[src/rtl/cpu_pkg.sv]
// Shared opcode map, sequencer state encoding and control-word layout for
// the multi-cycle control unit.
package cpu_pkg;

  localparam logic [4:0] OPC_LD   = 5'b00000;
  localparam logic [4:0] OPC_LDI  = 5'b00001;
  localparam logic [4:0] OPC_ST   = 5'b00010;
  localparam logic [4:0] OPC_ADD  = 5'b00011;
  localparam logic [4:0] OPC_SUB  = 5'b00100;
  localparam logic [4:0] OPC_AND  = 5'b00101;
  localparam logic [4:0] OPC_OR   = 5'b00110;
  localparam logic [4:0] OPC_SHR  = 5'b00111;
  localparam logic [4:0] OPC_SHL  = 5'b01000;
  localparam logic [4:0] OPC_ROR  = 5'b01001;
  localparam logic [4:0] OPC_ROL  = 5'b01010;
  localparam logic [4:0] OPC_ADDI = 5'b01011;
  localparam logic [4:0] OPC_ANDI = 5'b01100;
  localparam logic [4:0] OPC_ORI  = 5'b01101;
  localparam logic [4:0] OPC_MUL  = 5'b01111;
  localparam logic [4:0] OPC_DIV  = 5'b10000;
  localparam logic [4:0] OPC_BR   = 5'b10010;
  localparam logic [4:0] OPC_MFHI = 5'b10111;
  localparam logic [4:0] OPC_MFLO = 5'b11000;
  localparam logic [4:0] OPC_NOP  = 5'b11010;
  localparam logic [4:0] OPC_HALT = 5'b11011;

  localparam logic [4:0] ALU_ADD  = OPC_ADD;

  typedef enum logic [3:0] {
    S_RESET, S_F0, S_F1, S_F2, S_E3, S_E4, S_E5, S_E6, S_E7, S_IDLE, S_HALT
  } state_e;

  // Instructions grouped by the shape of their execute sequence.
  typedef enum logic [3:0] {
    CL_R, CL_I, CL_LD, CL_ST, CL_MD, CL_BR, CL_MF, CL_NOP, CL_HALT
  } opclass_e;

  // Internal control word; register-field decode enables ride along.
  typedef struct packed {
    logic       en_pc, en_ir, en_hi, en_lo, en_zhi, en_zlo, en_mar, en_mdr, en_y, en_con;
    logic       sel_pc, sel_hi, sel_lo, sel_zhi, sel_zlo, sel_mdr, sel_c;
    logic       inc_pc;
    logic [1:0] read;
    logic       mem_read, mem_write;
    logic [4:0] op;
    logic       run;
    logic       in_en;    // reg_in[ra]
    logic       out_ra;   // reg_out[ra]
    logic       out_rbc;  // reg_out[rb] or reg_out[rc]
    logic       use_rc;   // picks rc over rb for out_rbc
  } ctrl_t;

  // Undefined opcodes fall into the NOP class.
  function automatic opclass_e classify(input logic [4:0] opc);
    case (opc)
      OPC_ADD, OPC_SUB, OPC_AND, OPC_OR,
      OPC_SHR, OPC_SHL, OPC_ROR, OPC_ROL:   return CL_R;
      OPC_ADDI, OPC_ANDI, OPC_ORI, OPC_LDI: return CL_I;
      OPC_LD:                               return CL_LD;
      OPC_ST:                               return CL_ST;
      OPC_MUL, OPC_DIV:                     return CL_MD;
      OPC_BR:                               return CL_BR;
      OPC_MFHI, OPC_MFLO:                   return CL_MF;
      OPC_HALT:                             return CL_HALT;
      default:                              return CL_NOP;
    endcase
  endfunction

endpackage

[src/rtl/control_sequencer_if.sv]
// Sequencer <-> datapath/memory bundle. master = control unit, slave = datapath.
interface control_sequencer_if #(parameter int OP_W = 5);
  logic [31:0]     ir;
  logic            con_ff, mem_ready, stop;
  logic [15:0]     reg_in, reg_out;
  logic            enable_PC, enable_IR, enable_HI, enable_LO, enable_ZHI;
  logic            enable_ZLO, enable_MAR, enable_MDR, enable_Y, enable_con;
  logic            select_PC, select_HI, select_LO, select_ZHI, select_ZLO, select_MDR, select_C;
  logic            inc_pc;
  logic [1:0]      read;
  logic            mem_read, mem_write;
  logic [OP_W-1:0] op;
  logic            run;

  modport master (
    input  ir, con_ff, mem_ready, stop,
    output reg_in, reg_out,
           enable_PC, enable_IR, enable_HI, enable_LO, enable_ZHI,
           enable_ZLO, enable_MAR, enable_MDR, enable_Y, enable_con,
           select_PC, select_HI, select_LO, select_ZHI, select_ZLO, select_MDR, select_C,
           inc_pc, read, mem_read, mem_write, op, run
  );

  modport slave (
    output ir, con_ff, mem_ready, stop,
    input  reg_in, reg_out,
           enable_PC, enable_IR, enable_HI, enable_LO, enable_ZHI,
           enable_ZLO, enable_MAR, enable_MDR, enable_Y, enable_con,
           select_PC, select_HI, select_LO, select_ZHI, select_ZLO, select_MDR, select_C,
           inc_pc, read, mem_read, mem_write, op, run
  );
endinterface

[src/rtl/reg_decoder_4_16.sv]
// 4-bit register field to 16-bit one-hot, all zero when disabled.
module reg_decoder_4_16 (
  input  logic [3:0]  field_i,
  input  logic        en_i,
  output logic [15:0] onehot_o
);
  // Single hot bit at field_i when enabled.
  always_comb begin
    onehot_o = '0;
    if (en_i) onehot_o[field_i] = 1'b1;
  end
endmodule

[src/rtl/control_sequencer.sv]
// Multi-cycle fetch/decode/execute sequencer. State is registered; every
// datapath control is a decode of the state and the current IR (con_ff only
// gates the branch PC load).
module control_sequencer
  import cpu_pkg::*;
#(
  parameter int RESET_PC_HOLD = 1,
  parameter int OP_W          = 5
) (
  input logic                 clk,
  input logic                 clr,
  control_sequencer_if.master bus
);

  state_e     state_q;
  logic [7:0] hold_q;
  logic [4:0] opc;
  logic [3:0] ra, rb, rc, rbc;
  opclass_e   cls;
  state_e     bnd;
  ctrl_t      c;
  logic [15:0] out_a, out_b;

  assign opc = bus.ir[31:27];
  assign ra  = bus.ir[26:23];
  assign rb  = bus.ir[22:19];
  assign rc  = bus.ir[18:15];
  assign cls = classify(opc);
  // Where an instruction ends: pause if asked, otherwise fetch the next.
  assign bnd = bus.stop ? S_IDLE : S_F0;

  // State sequencing; clr drops straight back to RESET from anywhere.
  always_ff @(posedge clk or posedge clr) begin
    if (clr) begin
      state_q <= S_RESET;
      hold_q  <= '0;
    end else begin
      case (state_q)
        S_RESET: if (int'(hold_q) + 1 >= RESET_PC_HOLD) state_q <= S_F0;
                 else hold_q <= hold_q + 8'd1;
        S_F0:    state_q <= S_F1;
        S_F1:    if (bus.mem_ready) state_q <= S_F2;
        S_F2:    case (cls)
                   CL_NOP:  state_q <= bnd;
                   CL_HALT: state_q <= S_HALT;
                   default: state_q <= S_E3;
                 endcase
        S_E3:    state_q <= (cls == CL_MF) ? bnd : S_E4;
        S_E4:    state_q <= S_E5;
        S_E5:    state_q <= (cls == CL_R || cls == CL_I) ? bnd : S_E6;
        S_E6:    case (cls)
                   CL_LD:   if (bus.mem_ready) state_q <= S_E7;
                   CL_ST:   state_q <= S_E7;
                   default: state_q <= bnd;
                 endcase
        S_E7:    if (cls != CL_ST || bus.mem_ready) state_q <= bnd;
        S_IDLE:  if (!bus.stop) state_q <= S_F0;
        S_HALT:  state_q <= S_HALT;
        default: state_q <= S_RESET;
      endcase
    end
  end

  // Control word decode from state and instruction class.
  always_comb begin
    c     = '0;
    c.run = !(state_q == S_RESET || state_q == S_IDLE || state_q == S_HALT);
    case (state_q)
      S_F0: begin c.sel_pc = 1'b1; c.en_mar = 1'b1; c.inc_pc = 1'b1; end
      S_F1: begin c.mem_read = 1'b1; c.read = 2'b01; c.en_mdr = 1'b1; end
      S_F2: begin c.sel_mdr = 1'b1; c.en_ir = 1'b1; end
      S_E3: case (cls)
              CL_R, CL_I, CL_LD, CL_ST: begin c.out_rbc = 1'b1; c.en_y = 1'b1; end
              CL_MD: begin c.out_ra = 1'b1; c.en_y = 1'b1; end
              CL_BR: begin c.out_ra = 1'b1; c.en_con = 1'b1; end
              CL_MF: begin
                c.sel_hi = (opc == OPC_MFHI);
                c.sel_lo = (opc != OPC_MFHI);
                c.in_en  = 1'b1;
              end
              default: ;
            endcase
      S_E4: case (cls)
              CL_R, CL_MD: begin
                c.out_rbc = 1'b1;
                c.use_rc  = (cls == CL_R);
                c.op      = opc;
                c.en_zlo  = 1'b1;
                c.en_zhi  = 1'b1;
                c.out_ra  = 1'b0;
              end
              CL_I, CL_LD, CL_ST: begin
                c.sel_c  = 1'b1;
                c.op     = (cls == CL_I && opc != OPC_LDI) ? opc : ALU_ADD;
                c.en_zlo = 1'b1;
              end
              CL_BR: begin c.sel_pc = 1'b1; c.en_y = 1'b1; end
              default: ;
            endcase
      S_E5: case (cls)
              CL_R, CL_I:   begin c.sel_zlo = 1'b1; c.in_en = 1'b1; end
              CL_LD, CL_ST: begin c.sel_zlo = 1'b1; c.en_mar = 1'b1; end
              CL_MD:        begin c.sel_zlo = 1'b1; c.en_lo = 1'b1; end
              CL_BR:        begin c.sel_c = 1'b1; c.op = ALU_ADD; c.en_zlo = 1'b1; end
              default: ;
            endcase
      S_E6: case (cls)
              CL_LD: begin c.mem_read = 1'b1; c.read = 2'b01; c.en_mdr = 1'b1; end
              CL_ST: begin c.out_ra = 1'b1; c.read = 2'b00; c.en_mdr = 1'b1; end
              CL_MD: begin c.sel_zhi = 1'b1; c.en_hi = 1'b1; end
              CL_BR: if (bus.con_ff) begin c.sel_zlo = 1'b1; c.en_pc = 1'b1; end
              default: ;
            endcase
      S_E7: case (cls)
              CL_LD: begin c.sel_mdr = 1'b1; c.in_en = 1'b1; end
              CL_ST: c.mem_write = 1'b1;
              default: ;
            endcase
      default: ;
    endcase
  end

  assign rbc = c.use_rc ? rc : rb;

  reg_decoder_4_16 u_in_ra   (.field_i(ra),  .en_i(c.in_en),   .onehot_o(bus.reg_in));
  reg_decoder_4_16 u_out_ra  (.field_i(ra),  .en_i(c.out_ra),  .onehot_o(out_a));
  reg_decoder_4_16 u_out_rbc (.field_i(rbc), .en_i(c.out_rbc), .onehot_o(out_b));

  assign bus.reg_out    = out_a | out_b;
  assign bus.enable_PC  = c.en_pc;
  assign bus.enable_IR  = c.en_ir;
  assign bus.enable_HI  = c.en_hi;
  assign bus.enable_LO  = c.en_lo;
  assign bus.enable_ZHI = c.en_zhi;
  assign bus.enable_ZLO = c.en_zlo;
  assign bus.enable_MAR = c.en_mar;
  assign bus.enable_MDR = c.en_mdr;
  assign bus.enable_Y   = c.en_y;
  assign bus.enable_con = c.en_con;
  assign bus.select_PC  = c.sel_pc;
  assign bus.select_HI  = c.sel_hi;
  assign bus.select_LO  = c.sel_lo;
  assign bus.select_ZHI = c.sel_zhi;
  assign bus.select_ZLO = c.sel_zlo;
  assign bus.select_MDR = c.sel_mdr;
  assign bus.select_C   = c.sel_c;
  assign bus.inc_pc     = c.inc_pc;
  assign bus.read       = c.read;
  assign bus.mem_read   = c.mem_read;
  assign bus.mem_write  = c.mem_write;
  assign bus.op         = OP_W'(c.op);
  assign bus.run        = c.run;

endmodule

[src/flat_wrapper.sv]
// flat-port wrapper written by rule: the top's interface ports become plain ports
module control_sequencer_flat import cpu_pkg::*;
#(
  parameter int RESET_PC_HOLD = 1,
  parameter int OP_W          = 5
)
  (clk, clr, bus_ir, bus_con_ff, bus_mem_ready, bus_stop, bus_reg_in, bus_reg_out, bus_enable_PC, bus_enable_IR, bus_enable_HI, bus_enable_LO, bus_enable_ZHI, bus_enable_ZLO, bus_enable_MAR, bus_enable_MDR, bus_enable_Y, bus_enable_con, bus_select_PC, bus_select_HI, bus_select_LO, bus_select_ZHI, bus_select_ZLO, bus_select_MDR, bus_select_C, bus_inc_pc, bus_read, bus_mem_read, bus_mem_write, bus_op, bus_run);
  control_sequencer_if #(.OP_W(OP_W)) bus_i ();
  input logic clk;
  input logic clr;
  input wire logic [$bits(bus_i.ir)-1:0] bus_ir;
  input wire logic [$bits(bus_i.con_ff)-1:0] bus_con_ff;
  input wire logic [$bits(bus_i.mem_ready)-1:0] bus_mem_ready;
  input wire logic [$bits(bus_i.stop)-1:0] bus_stop;
  output wire logic [$bits(bus_i.reg_in)-1:0] bus_reg_in;
  output wire logic [$bits(bus_i.reg_out)-1:0] bus_reg_out;
  output wire logic [$bits(bus_i.enable_PC)-1:0] bus_enable_PC;
  output wire logic [$bits(bus_i.enable_IR)-1:0] bus_enable_IR;
  output wire logic [$bits(bus_i.enable_HI)-1:0] bus_enable_HI;
  output wire logic [$bits(bus_i.enable_LO)-1:0] bus_enable_LO;
  output wire logic [$bits(bus_i.enable_ZHI)-1:0] bus_enable_ZHI;
  output wire logic [$bits(bus_i.enable_ZLO)-1:0] bus_enable_ZLO;
  output wire logic [$bits(bus_i.enable_MAR)-1:0] bus_enable_MAR;
  output wire logic [$bits(bus_i.enable_MDR)-1:0] bus_enable_MDR;
  output wire logic [$bits(bus_i.enable_Y)-1:0] bus_enable_Y;
  output wire logic [$bits(bus_i.enable_con)-1:0] bus_enable_con;
  output wire logic [$bits(bus_i.select_PC)-1:0] bus_select_PC;
  output wire logic [$bits(bus_i.select_HI)-1:0] bus_select_HI;
  output wire logic [$bits(bus_i.select_LO)-1:0] bus_select_LO;
  output wire logic [$bits(bus_i.select_ZHI)-1:0] bus_select_ZHI;
  output wire logic [$bits(bus_i.select_ZLO)-1:0] bus_select_ZLO;
  output wire logic [$bits(bus_i.select_MDR)-1:0] bus_select_MDR;
  output wire logic [$bits(bus_i.select_C)-1:0] bus_select_C;
  output wire logic [$bits(bus_i.inc_pc)-1:0] bus_inc_pc;
  output wire logic [$bits(bus_i.read)-1:0] bus_read;
  output wire logic [$bits(bus_i.mem_read)-1:0] bus_mem_read;
  output wire logic [$bits(bus_i.mem_write)-1:0] bus_mem_write;
  output wire logic [$bits(bus_i.op)-1:0] bus_op;
  output wire logic [$bits(bus_i.run)-1:0] bus_run;
  assign bus_i.ir = bus_ir;
  assign bus_i.con_ff = bus_con_ff;
  assign bus_i.mem_ready = bus_mem_ready;
  assign bus_i.stop = bus_stop;
  assign bus_reg_in = bus_i.reg_in;
  assign bus_reg_out = bus_i.reg_out;
  assign bus_enable_PC = bus_i.enable_PC;
  assign bus_enable_IR = bus_i.enable_IR;
  assign bus_enable_HI = bus_i.enable_HI;
  assign bus_enable_LO = bus_i.enable_LO;
  assign bus_enable_ZHI = bus_i.enable_ZHI;
  assign bus_enable_ZLO = bus_i.enable_ZLO;
  assign bus_enable_MAR = bus_i.enable_MAR;
  assign bus_enable_MDR = bus_i.enable_MDR;
  assign bus_enable_Y = bus_i.enable_Y;
  assign bus_enable_con = bus_i.enable_con;
  assign bus_select_PC = bus_i.select_PC;
  assign bus_select_HI = bus_i.select_HI;
  assign bus_select_LO = bus_i.select_LO;
  assign bus_select_ZHI = bus_i.select_ZHI;
  assign bus_select_ZLO = bus_i.select_ZLO;
  assign bus_select_MDR = bus_i.select_MDR;
  assign bus_select_C = bus_i.select_C;
  assign bus_inc_pc = bus_i.inc_pc;
  assign bus_read = bus_i.read;
  assign bus_mem_read = bus_i.mem_read;
  assign bus_mem_write = bus_i.mem_write;
  assign bus_op = bus_i.op;
  assign bus_run = bus_i.run;
  control_sequencer #(.RESET_PC_HOLD(RESET_PC_HOLD), .OP_W(OP_W)) u_core (.clk(clk), .clr(clr), .bus(bus_i));
endmodule
[config.mk]
export PLATFORM = sky130hd
export DESIGN_NAME = control_sequencer_flat
export DESIGN_NICKNAME = d
export VERILOG_FILES = /design/src/rtl/cpu_pkg.sv /design/src/rtl/control_sequencer_if.sv /design/src/rtl/reg_decoder_4_16.sv /design/src/rtl/control_sequencer.sv /design/src/flat_wrapper.sv
export SDC_FILE = /design/constraint.sdc
export NUM_CORES = 1
export LEC_CHECK = 0
export BUFFER_PORTS_ARGS = -buffer_cell sky130_fd_sc_hd__buf_4
export CORE_MARGIN = 5
export CORE_UTILIZATION = 51
export CTS_BUF_LIST = sky130_fd_sc_hd__clkbuf_4 sky130_fd_sc_hd__clkbuf_8
export DETAILED_ROUTE_END_ITERATION = 10
export PLACE_DENSITY = 0.89
export RECOVER_POWER = 100
export SLEW_MARGIN = 20
export SYNTH_ARGS = -nofsm -noshare
export SYNTH_HDL_FRONTEND = slang
export SYNTH_HIERARCHICAL = 1
export SYNTH_SLANG_ARGS = --single-unit
[constraint.sdc]
create_clock -name clk -period 3.4 [get_ports clk]
set_input_delay 0 -clock clk [delete_from_list [all_inputs] [get_ports clk]]
set_output_delay 0 -clock clk [all_outputs]
set_load 0.005 [all_outputs]
Word level (Yosys, flattened, before mapping). Memories as Yosys holds them, arrays and structs flattened. Cells that the tools add are included.

Memories kept: 1. Output and inout bits: 60. Register bits: 12. Memory bits (read-only): 128. Logic and storage cells: 120.

Memories: (name not given) (words 32, bits a word 4, read ports 1, clocked after Yosys merged registers in 0, write ports 0, RTL line cpu_pkg.sv:55) `case (opc)`.

Equal/unequal tests: 27. Add/sub/neg operators: 2. Reduce and logical (&&, ||, !) cells: 19. $lt $le $gt $ge: 5. Bitwise operators: 2. Mux-type cells: 62.

Operators with widths (count): $mux W16 (3); $pmux W4 S11 (1); $mux W4 (9); $eq A4 B3 Y1 const B (8); $ge A32 B2 Y1 const B (1); $mux W1 (26); $pmux W5 S2 (2); $pmux W1 S2 (9); $eq A4 B2 Y1 const B (4); $eq A4 B4 Y1 const B (4); $or A16 B16 Y16 (1); $pmux W4 S2 (2); $lt A4 B5 Y1 const B (2); $add A8 B1 Y9 const B (1); $add A8 B1 Y8 const B (1); $demux W1 S4 (2); $eq A4 B1 Y1 const B (2); $ge A4 B1 Y1 const B (2); $logic_not A4 Y1 (2); $mux W2 (4); $reduce_or A2 Y1 (4); $pmux W1 S3 (2); $pmux W3 S2 (1); $eq A5 B5 Y1 const B (1); 16 further kinds (23).

Depth between registers and ports, before layout. Gate-level depths: netlist of run 1. An unclocked memory read counts as a cell.

Depth in word-level cells: 12. Mapped depth: 11. Gate-level depth less buffers: 11.

Hierarchy. Netlist of run 1, hierarchy kept.

Modules (own cells, without submodules): control_sequencer (area each 1487.7 µm², instances 1, cells each 202); reg_decoder_4_16 (area each 117.6 µm², instances 3, cells each 23).

Worst setup path before layout of run 1. OpenSTA, ideal clock, no wires.

Path kind: register to output. Start: reg u_core.state_q[0]. End: out bus_reg_out[0]. Cell stages (with the launch flop): 10. Arrival time: 2.263 ns. Data required time: 3.400 ns. Slack: 1.137 ns. Cells stage by stage: dfrtp_1 buf_1 nand2_1 nor2_1 nand2_1 nor2_1 mux2_2 or3b_4 nor3_2 or2_2.

Longest elaborated chain between the ends: 9.

RTL lines: from (decl) (RTL line control_sequencer.sv:15) `state_e state_q;`; from (signal assigned) (RTL line control_sequencer.sv:44) `CL_NOP: state_q <= bnd;`; from (signal assigned) (RTL line control_sequencer.sv:48) `S_E3: state_q <= (cls == CL_MF) ? bnd : S_E4;`; from (signal assigned) (RTL line control_sequencer.sv:50) `S_E5: state_q <= (cls == CL_R || cls == CL_I) ? bnd : S_E6;`; $eq A4 B3 Y1 * (RTL line control_sequencer.sv:68) `case (state_q)`; $mux W1 * (RTL line control_sequencer.sv:68); $mux W4 * (RTL line control_sequencer.sv:123) `assign rbc = c.use_rc ? rc : rb;`; named net u_core.rbc[3] (RTL line control_sequencer.sv:18) `logic [3:0] ra, rb, rc, rbc;`; $lt A4 B5 Y1 (not written as such) / $ge A4 B1 Y1 (equally long branches) (RTL line reg_decoder_4_16.sv:10) `if (en_i) onehot_o[field_i] = 1'b1;`; $logic_and A1 B1 Y1 (not written as such) (RTL line reg_decoder_4_16.sv:10); $mux W1 (not written as such) (RTL line reg_decoder_4_16.sv:10); $demux W1 S4 * (RTL line reg_decoder_4_16.sv:10); $mux W16 * (RTL line reg_decoder_4_16.sv:10); named net u_core.out_b[0] (RTL line control_sequencer.sv:22) `logic [15:0] out_a, out_b;`; $or A16 B16 Y16 * (RTL line control_sequencer.sv:129) `assign bus.reg_out = out_a | out_b;`; to (decl) (RTL line flat_wrapper.sv:16) `output wire logic [$bits(bus_i.reg_out)-1:0] bus_reg_out;`.

The timed path passes the listed nets; every way through them passes the cells marked *.

Worst setup path in the final report of run 1.
Start: in bus_ir[27]. End: out bus_reg_out[1].

Longest elaborated chain between the ends: 12.

RTL lines: from (decl) (RTL line flat_wrapper.sv:11) `input wire logic [$bits(bus_i.ir)-1:0] bus_ir;`; $mem_v2 Z32 W4 *; $eq A4 B3 Y1 / $logic_not A4 Y1 (equally long branches) (RTL line control_sequencer.sv:83, control_sequencer.sv:86); $reduce_or A2 Y1; $mux W2 * (RTL line control_sequencer.sv:83) `S_E4: case (cls)`; $mux W1 * (RTL line control_sequencer.sv:68); $mux W4 * (RTL line control_sequencer.sv:123); named net u_core.rbc[3] (RTL line control_sequencer.sv:18); $lt A4 B5 Y1 (not written as such) / $ge A4 B1 Y1 (equally long branches) (RTL line reg_decoder_4_16.sv:10); $logic_and A1 B1 Y1 (not written as such) (RTL line reg_decoder_4_16.sv:10); $mux W1 (not written as such) (RTL line reg_decoder_4_16.sv:10); $demux W1 S4 * (RTL line reg_decoder_4_16.sv:10); $mux W16 * (RTL line reg_decoder_4_16.sv:10); named net u_core.out_b[1] (RTL line control_sequencer.sv:22); $or A16 B16 Y16 * (RTL line control_sequencer.sv:129).

Marked as above.

==> results by group, run 1 <==
Outcome
  • Outcome: finished, final reports clean

Clock network
  • CTS resizes: 0
  • Worst-Skew Late Latency: 0.27 ns
  • Htree depth: 1
  • Clock root cell: clkbuf_4
  • CTS buffer count: 3
  • Clk buf depth: 2
  • CTS Sinks: 12
  • CTS tree: done
  • Clk slew on worst S/H paths: 0.07 ns

Hold path
  • Hold Crit Class: primary input to flop
  • Hold Startpoint: bus_stop

Die
  • Die height: 70.1 microns
  • Die Area: 0.00491 sq mm
  • Width of the die: 70.1 microns
  • I/O pin cnt: 97
  • Initial core utilization: 53.9%
  • Core Area: 0.00342 sq mm
  • FP Rows: 21

Worst setup path
  • Worst path slowest cell: mux2i_1
  • Crit Path Class: primary input to output pin
  • RR Endpoint: u_core/state_q[0]
  • Reg2Reg Setup Slack: 1.06 ns
  • Data required, critical path: 3.40 ns
  • Worst path depth: 13
  • Reg2reg start: u_core/state_q[0]
  • Worst-path fanout max: 8
  • Critical Path Most Common Cell: nor2_1
  • Worst Path Arrival: 3.02 ns
  • Startpoint types: primary input
  • CP startpoint: bus_ir[27]
  • Worst Reg2Reg Path Length in Cells: 7
  • Crit. End Element: output pin
  • CP endpoint: bus_reg_out[1]
  • Crit-path cells: buf_4 > inv_1 > ha_1 > nor3b_1 > a21oi_1 > mux2i_1 > nand2_1 > nor2_1 > mux2_1 > or3b_4 > nor2_1 > or2_2 > clkbuf_4
  • Largest stage delay, worst path: 0.52 ns
  • Crit path max-delay family: simple AND/OR/NAND/NOR gates
  • Buffers & Inverters on Critical Path: 3

Logic synthesis
  • Synth Warn #: 6
  • Yosys cell types: 53
  • Register area share after synthesis: 16.3%
  • Fraction of registers with async set/reset: 100%
  • Top FF cell, synth: dfrtp_1
  • Synth Area in XOR/XNOR: 0%
  • Post-synthesis adder-cell area fraction: 4.76%
  • Post-synthesis mux area share: 5.23%
  • Simple-Gate Fraction of Synth Area: 44.1%
  • Net Count, Synth: 315
  • Post-synth EDFFs: 0
  • Post-Syn Area: 0.00184 sq mm
  • Mean Syn Cell Area: 6.79 sq um
  • Synth Instances: 271
  • Post-synthesis compound-gate area fraction: 20.0%
  • Flops & latches, synth: 12
  • Largest family of logic cells by synthesized area: simple AND/OR/NAND/NOR gates

Routing
  • Routed WL: 5410 microns
  • Pre-antenna DRT Iters: 4
  • ANT nets after route: 0
  • DRC viols: 0
  • Routed via count: 2103
  • DR WL/cell: 14.1 microns
  • Initial DRC count: 186
  • Via density: 5.51

Global routing
  • Overall global routing resource usage: 21.5%
  • Initial antenna violation count: 0
  • Largest net degree at the start of global routing: 17
  • Gr ovfl total: 0
  • Vias in the first global route: 1905
  • First-pass GRT wire length: 8870 microns

Place
  • Placed cell count: 377
  • GPL Wtd Cong: 0.880
  • Placement Cell Area: 0.00238 sq mm
  • Port Buf Inserts: 80
  • Post-DP HPWL: 4400 microns

STA
  • Post-route clock skew: 0.000168 ns
  • FMAX: 331 MHz
  • Worst slew margin: 57.0%
  • Setup TNS: 0 ns
  • Worst slew pin tran: 0.627 ns
  • Final setup vio count: 0
  • RSZ-0062 raised after global routing: no
  • Final min period: 3.02 ns
  • Period utilization: 88.9%
  • Max Slew Vio Count: 0
  • Final hold vios: 0

Final layout
  • Post-layout nets: 381
  • Area added between synthesis and finish: 29.0%
  • Commonest non-fill, non-tap cells in the layout: nor2_1 (53), clkbuf_4 (41), buf_4 (37)
  • Final core occ: 69.5%
  • Share of cells above drive strength 1: 30.7%
  • Most common cell after layout, fill and taps aside: nor2_1
  • Finished Layout Cells: 382
  • Inserted Diodes: 0
  • Fin area: 0.00237 sq mm

Power
  • PD cells: 363 mW/mm^2
  • Static Leakage: 1.13 nW
  • Max VDD drop: 345 uV

Run
  • Max-cap viol count: 0
## repair_timing
action / in CTS / in global routing
hold endpoints to repair: 12 / 0
buffers inserted: 0 / 0
hold buffers: 1 / 0
## synth_stat cells (4+ instances only)
master	instances	area [sq um]
nor2_1	52	195
nand2_1	21	78.8
a31oi_1	4	25.0
nand3b_1	6	45.0
a21oi_1	6	30.0
nand2b_1	8	50.1
or2_2	16	100
nor2b_1	5	31.3
mux2_2	4	45.0
clkbuf_1	8	30.0
nand4_1	5	31.3
nand3_1	9	45.0
and2_1	4	25.0
dfrtp_1	12	300
o21ai_0	7	35.0
inv_1	14	52.6
ha_1	7	87.6
buf_4	10	75.1
o21a_1	4	30.0
nor3_1	15	75.1
## registers in the layout (all words and copies together) (netlist names)
register / cells
u_core/state_q: 4
u_core/hold_q: 8
## final cells by class
| cell class | instances | area [sq um] |
|---|---|---|
| clock buffer | 4 | 36.3 |
| fill | 313 | 1040 |
| inverter | 14 | 52.6 |
| multi-input combinational | 225 | 1340 |
| sequential | 12 | 300 |
| tap | 46 | 57.6 |
| timing repair buffer | 81 | 592 |
## worst min-delay path by stage
stage                                    to  slack, ns  cells after the start
final                     u_core/state_q[3]       0.13                      3
after global routing      u_core/state_q[3]       0.15                      3
after CTS                 u_core/state_q[3]       0.12                      4
after detailed placement   u_core/hold_q[3]       0.03                      2
after global placement    u_core/state_q[1]       0.02                      2
after floorplan            u_core/hold_q[0]      -0.14                      1
## cell families after synthesis
logic type / after synthesis
adders and majority gates: 7
DFF: 12
other: 1
muxes: 8
and+or+nand+nor: 157
buffers and inverters: 34
AOI/OAI and AO/OA: 52
## through the flow
stage | hold slack [ns] | setup slack [ns] | total power, mW
after global placement | 0.0161 | 0.602 | 0.752
after global routing | 0.148 | 0.137 | 0.941
after floorplan | -0.135 | 1.14 | 0.564
final | 0.133 | 0.376 | 0.861
after detailed placement | 0.0270 | 0.562 | 0.763
after CTS | 0.123 | 0.459 | 0.879
## routing by layer
metal  global-route usage, %  up-vias  part of all wire (%)
met5                       0        -                     0
met1                    27.5      927                    43
met2                    36.3      102                    48
met4                    6.81        0                   1.6
li1                        -     1066                     -
met3                    4.02        8                   7.9
## where the power goes
| group | leakage (nW) | internal, mW | switching, mW |
|---|---|---|---|
| Combinational | 0.951 | 0.232 | 0.281 |
| Sequential | 0.161 | 0.164 | 0.0722 |
| Clock | 0.0210 | 0.0650 | 0.0467 |
| Total | 1.13 | 0.461 | 0.400 |
## worst min-delay path: cells and delay by family
kind	cells	cell delay (ns)
AOI/OAI and AO/OA	2	0.28
buffers and inverters	1	0.09
Note: power is estimated with default switching activity, not from simulation.
==> inputs of run 2 (changes only) <==
CORE_UTILIZATION = 33   (was 51)
PLACE_DENSITY = unset   (was 0.89)
clock period = 3.9 ns   (was 3.4 ns; I/O delays follow)
==> results by group, run 2 (same netlist as run 1, synthesis figures left out) <==
Run
  • Max-cap viol count: 0 (unchanged)

Routing
  • Initial DRC count: 77 (was 186)
  • DR WL/cell: 14.0 microns (was 14.1 microns)
  • DRC viols: 0 (unchanged)
  • ANT nets after route: 0 (unchanged)
  • Routed via count: 2097 (was 2103)
  • Pre-antenna DRT Iters: 4 (unchanged)
  • Via density: 5.15 (was 5.51)
  • Routed WL: 5700 microns (was 5410 microns)

Power
  • Psw: 356 uW (was 400 uW)
  • Switching portion of total power: 46.3% (was 46.5%)
  • Pint: 413 uW (was 461 uW)
  • Logic gate share of total power: 58.7% (was 59.6%)
  • Max VDD drop: 216 uV (was 345 uV)
  • Clock power frac: 14.3% (was 13.0%)
  • Reg power frac: 27.0% (was 27.5%)
  • PD cells: 317 mW/mm^2 (was 363 mW/mm^2)
  • Static Leakage: 1.15 nW (was 1.13 nW)
  • Total power: 768 uW (was 861 uW)

Final layout
  • Final core occ: 44.3% (was 69.5%)
  • Post-layout nets: 381 (unchanged)
  • Inserted Diodes: 0 (unchanged)
  • Most common cell after layout, fill and taps aside: nor2_1 (unchanged)
  • Share of cells above drive strength 1: 31.3% (was 30.7%)
  • Largest regs: u_core/hold_q x8, u_core/state_q x4 (unchanged)
  • Max reg flops: 8 (unchanged)
  • Commonest non-fill, non-tap cells in the layout: nor2_1 (53), buf_4 (39), clkbuf_4 (39) (was nor2_1 (53), clkbuf_4 (41), buf_4 (37))
  • Area added between synthesis and finish: 31.7% (was 29.0%)
  • Fin area: 0.00242 sq mm (was 0.00237 sq mm)
  • Biggest register: u_core/hold_q (unchanged)
  • Fillcell total: 565 (was 313)

Clock network
  • CTS resizes: 0 (unchanged)
  • Clk slew on worst S/H paths: 0.05 ns (was 0.07 ns)
  • Htree depth: 1 (unchanged)
  • CTS buffer count: 3 (unchanged)
  • Clock root cell: clkbuf_8 (was clkbuf_4)
  • CTS Sinks: 12 (unchanged)
  • Clk buf depth: 2 (unchanged)
  • Worst-Skew Late Latency: 0.24 ns (was 0.27 ns)
  • CTS tree: done (unchanged)

Die
  • Core Area: 0.00547 sq mm (was 0.00342 sq mm)
  • FP Rows: 27 (was 21)
  • Die Area: 0.00717 sq mm (was 0.00491 sq mm)
  • Initial core utilization: 33.6% (was 53.9%)
  • Width of the die: 84.7 microns (was 70.1 microns)
  • I/O pin cnt: 97 (unchanged)
  • Die height: 84.7 microns (was 70.1 microns)

Place
  • Post-DP HPWL: 4700 microns (was 4400 microns)
  • Placement Cell Area: 0.00241 sq mm (was 0.00238 sq mm)
  • Port Buf Inserts: 80 (unchanged)
  • GPL Wtd Cong: 0.888 (was 0.880)

STA
  • Final min period: 3.22 ns
  • Setup TNS: 0 ns (unchanged)
  • Worst slew margin: 48.0% (was 57.0%)
  • Max Slew Vio Count: 0 (unchanged)
  • Final hold vios: 0 (unchanged)
  • Final setup vio count: 0 (unchanged)
  • Post-route clock skew: 0.00774 ns (was 0.000168 ns)
  • RSZ-0062 raised after global routing: no (unchanged)
  • Worst slew pin tran: 0.758 ns (was 0.627 ns)
  • Period utilization: 82.5%
  • FMAX: 311 MHz
  • Final hold slack: 0.155 ns (was 0.133 ns)

Worst setup path
  • Crit. End Element: output pin (unchanged)
  • Crit Path Class: primary input to output pin (unchanged)
  • Startpoint types: primary input (unchanged)
  • Worst Path Arrival: 3.22 ns (was 3.02 ns)
  • Worst-path fanout max: 8 (unchanged)
  • CP startpoint: bus_ir[27] (unchanged)
  • Reg2reg start: u_core/state_q[0] (unchanged)
  • Data required, critical path: 3.90 ns (was 3.40 ns)

Global routing
  • First-pass GRT wire length: 9770 microns (was 8870 microns)
  • Overall global routing resource usage: 15.8% (was 21.5%)
  • Vias in the first global route: 2101 (was 1905)
  • Gr ovfl total: 0 (unchanged)
  • Largest net degree at the start of global routing: 17 (unchanged)
  • Initial antenna violation count: 0 (unchanged)

Hold path
  • Hold Startpoint: bus_stop (unchanged)
  • Hold Crit Class: primary input to flop (unchanged)

Outcome
  • Outcome: finished, final reports clean (unchanged)
run 2: through the flow:
stage                     setup WS (ns)  cells
after floorplan                    1.64    271
after global placement             1.07    403
after detailed placement           1.01    403
after CTS                         0.994    407
after global routing              0.457    407
final                             0.681    407
run 2: what timing repair did:
action / in CTS / in global routing
hold buffers: 1 / 0
buffers inserted: 0 / 0
endpoints found under the hold margin: 12 / 0
run 2: final timing paths:
path	endpoint	slack (ns)	depth (start not counted)
setup / recovery	bus_reg_out[0]	0.68	13
hold / removal	u_core/state_q[3]	0.16	3
setup reg to reg	u_core/state_q[0]	1.58	7
hold reg to reg	u_core/hold_q[3]	0.37	0
max in group asynchronous	u_core/hold_q[3]	3.28	3
min in group asynchronous	u_core/hold_q[4]	0.32	3
run 2: final cells by class:
class	instances	area, sq um	area share, %
well taps	72	90.1	3.72
repair buffers	81	603	24.9
inverters	14	52.6	2.17
clock buffers	3	41.3	1.70
flip-flops and latches	12	300	12.4
multi-input cells	225	1340	55.2
run 2: critical path, cell delays in order:
cell      delay (ns)
buf_4           0.12
inv_1           0.07
ha_1            0.35
nor3b_1         0.24
a21oi_1         0.09
mux2i_1         0.62
nand2_1         0.15
nor2_1          0.34
mux2_1          0.41
or3b_1          0.48
nor3_2          0.12
or2_2           0.12
clkbuf_4        0.12
run 2: power groups by stage:
stage / sequential [mW] / clock (mW) / combinational, mW
floorplan: 0.160 / 0 / 0.331
global placement: 0.210 / 0 / 0.469
finish: 0.207 / 0.110 / 0.451
global route: 0.214 / 0.118 / 0.504
detailed placement: 0.207 / 0 / 0.471
CTS: 0.206 / 0.112 / 0.473
run 2: per-layer routing:
layer	global-route usage (%)	wire [microns]	part of all wire [%]
met1	21.1	2600	46
met2	27.1	2740	48
met3	2.45	307	5.4
met4	2.59	48	0.84
met5	0	0	0
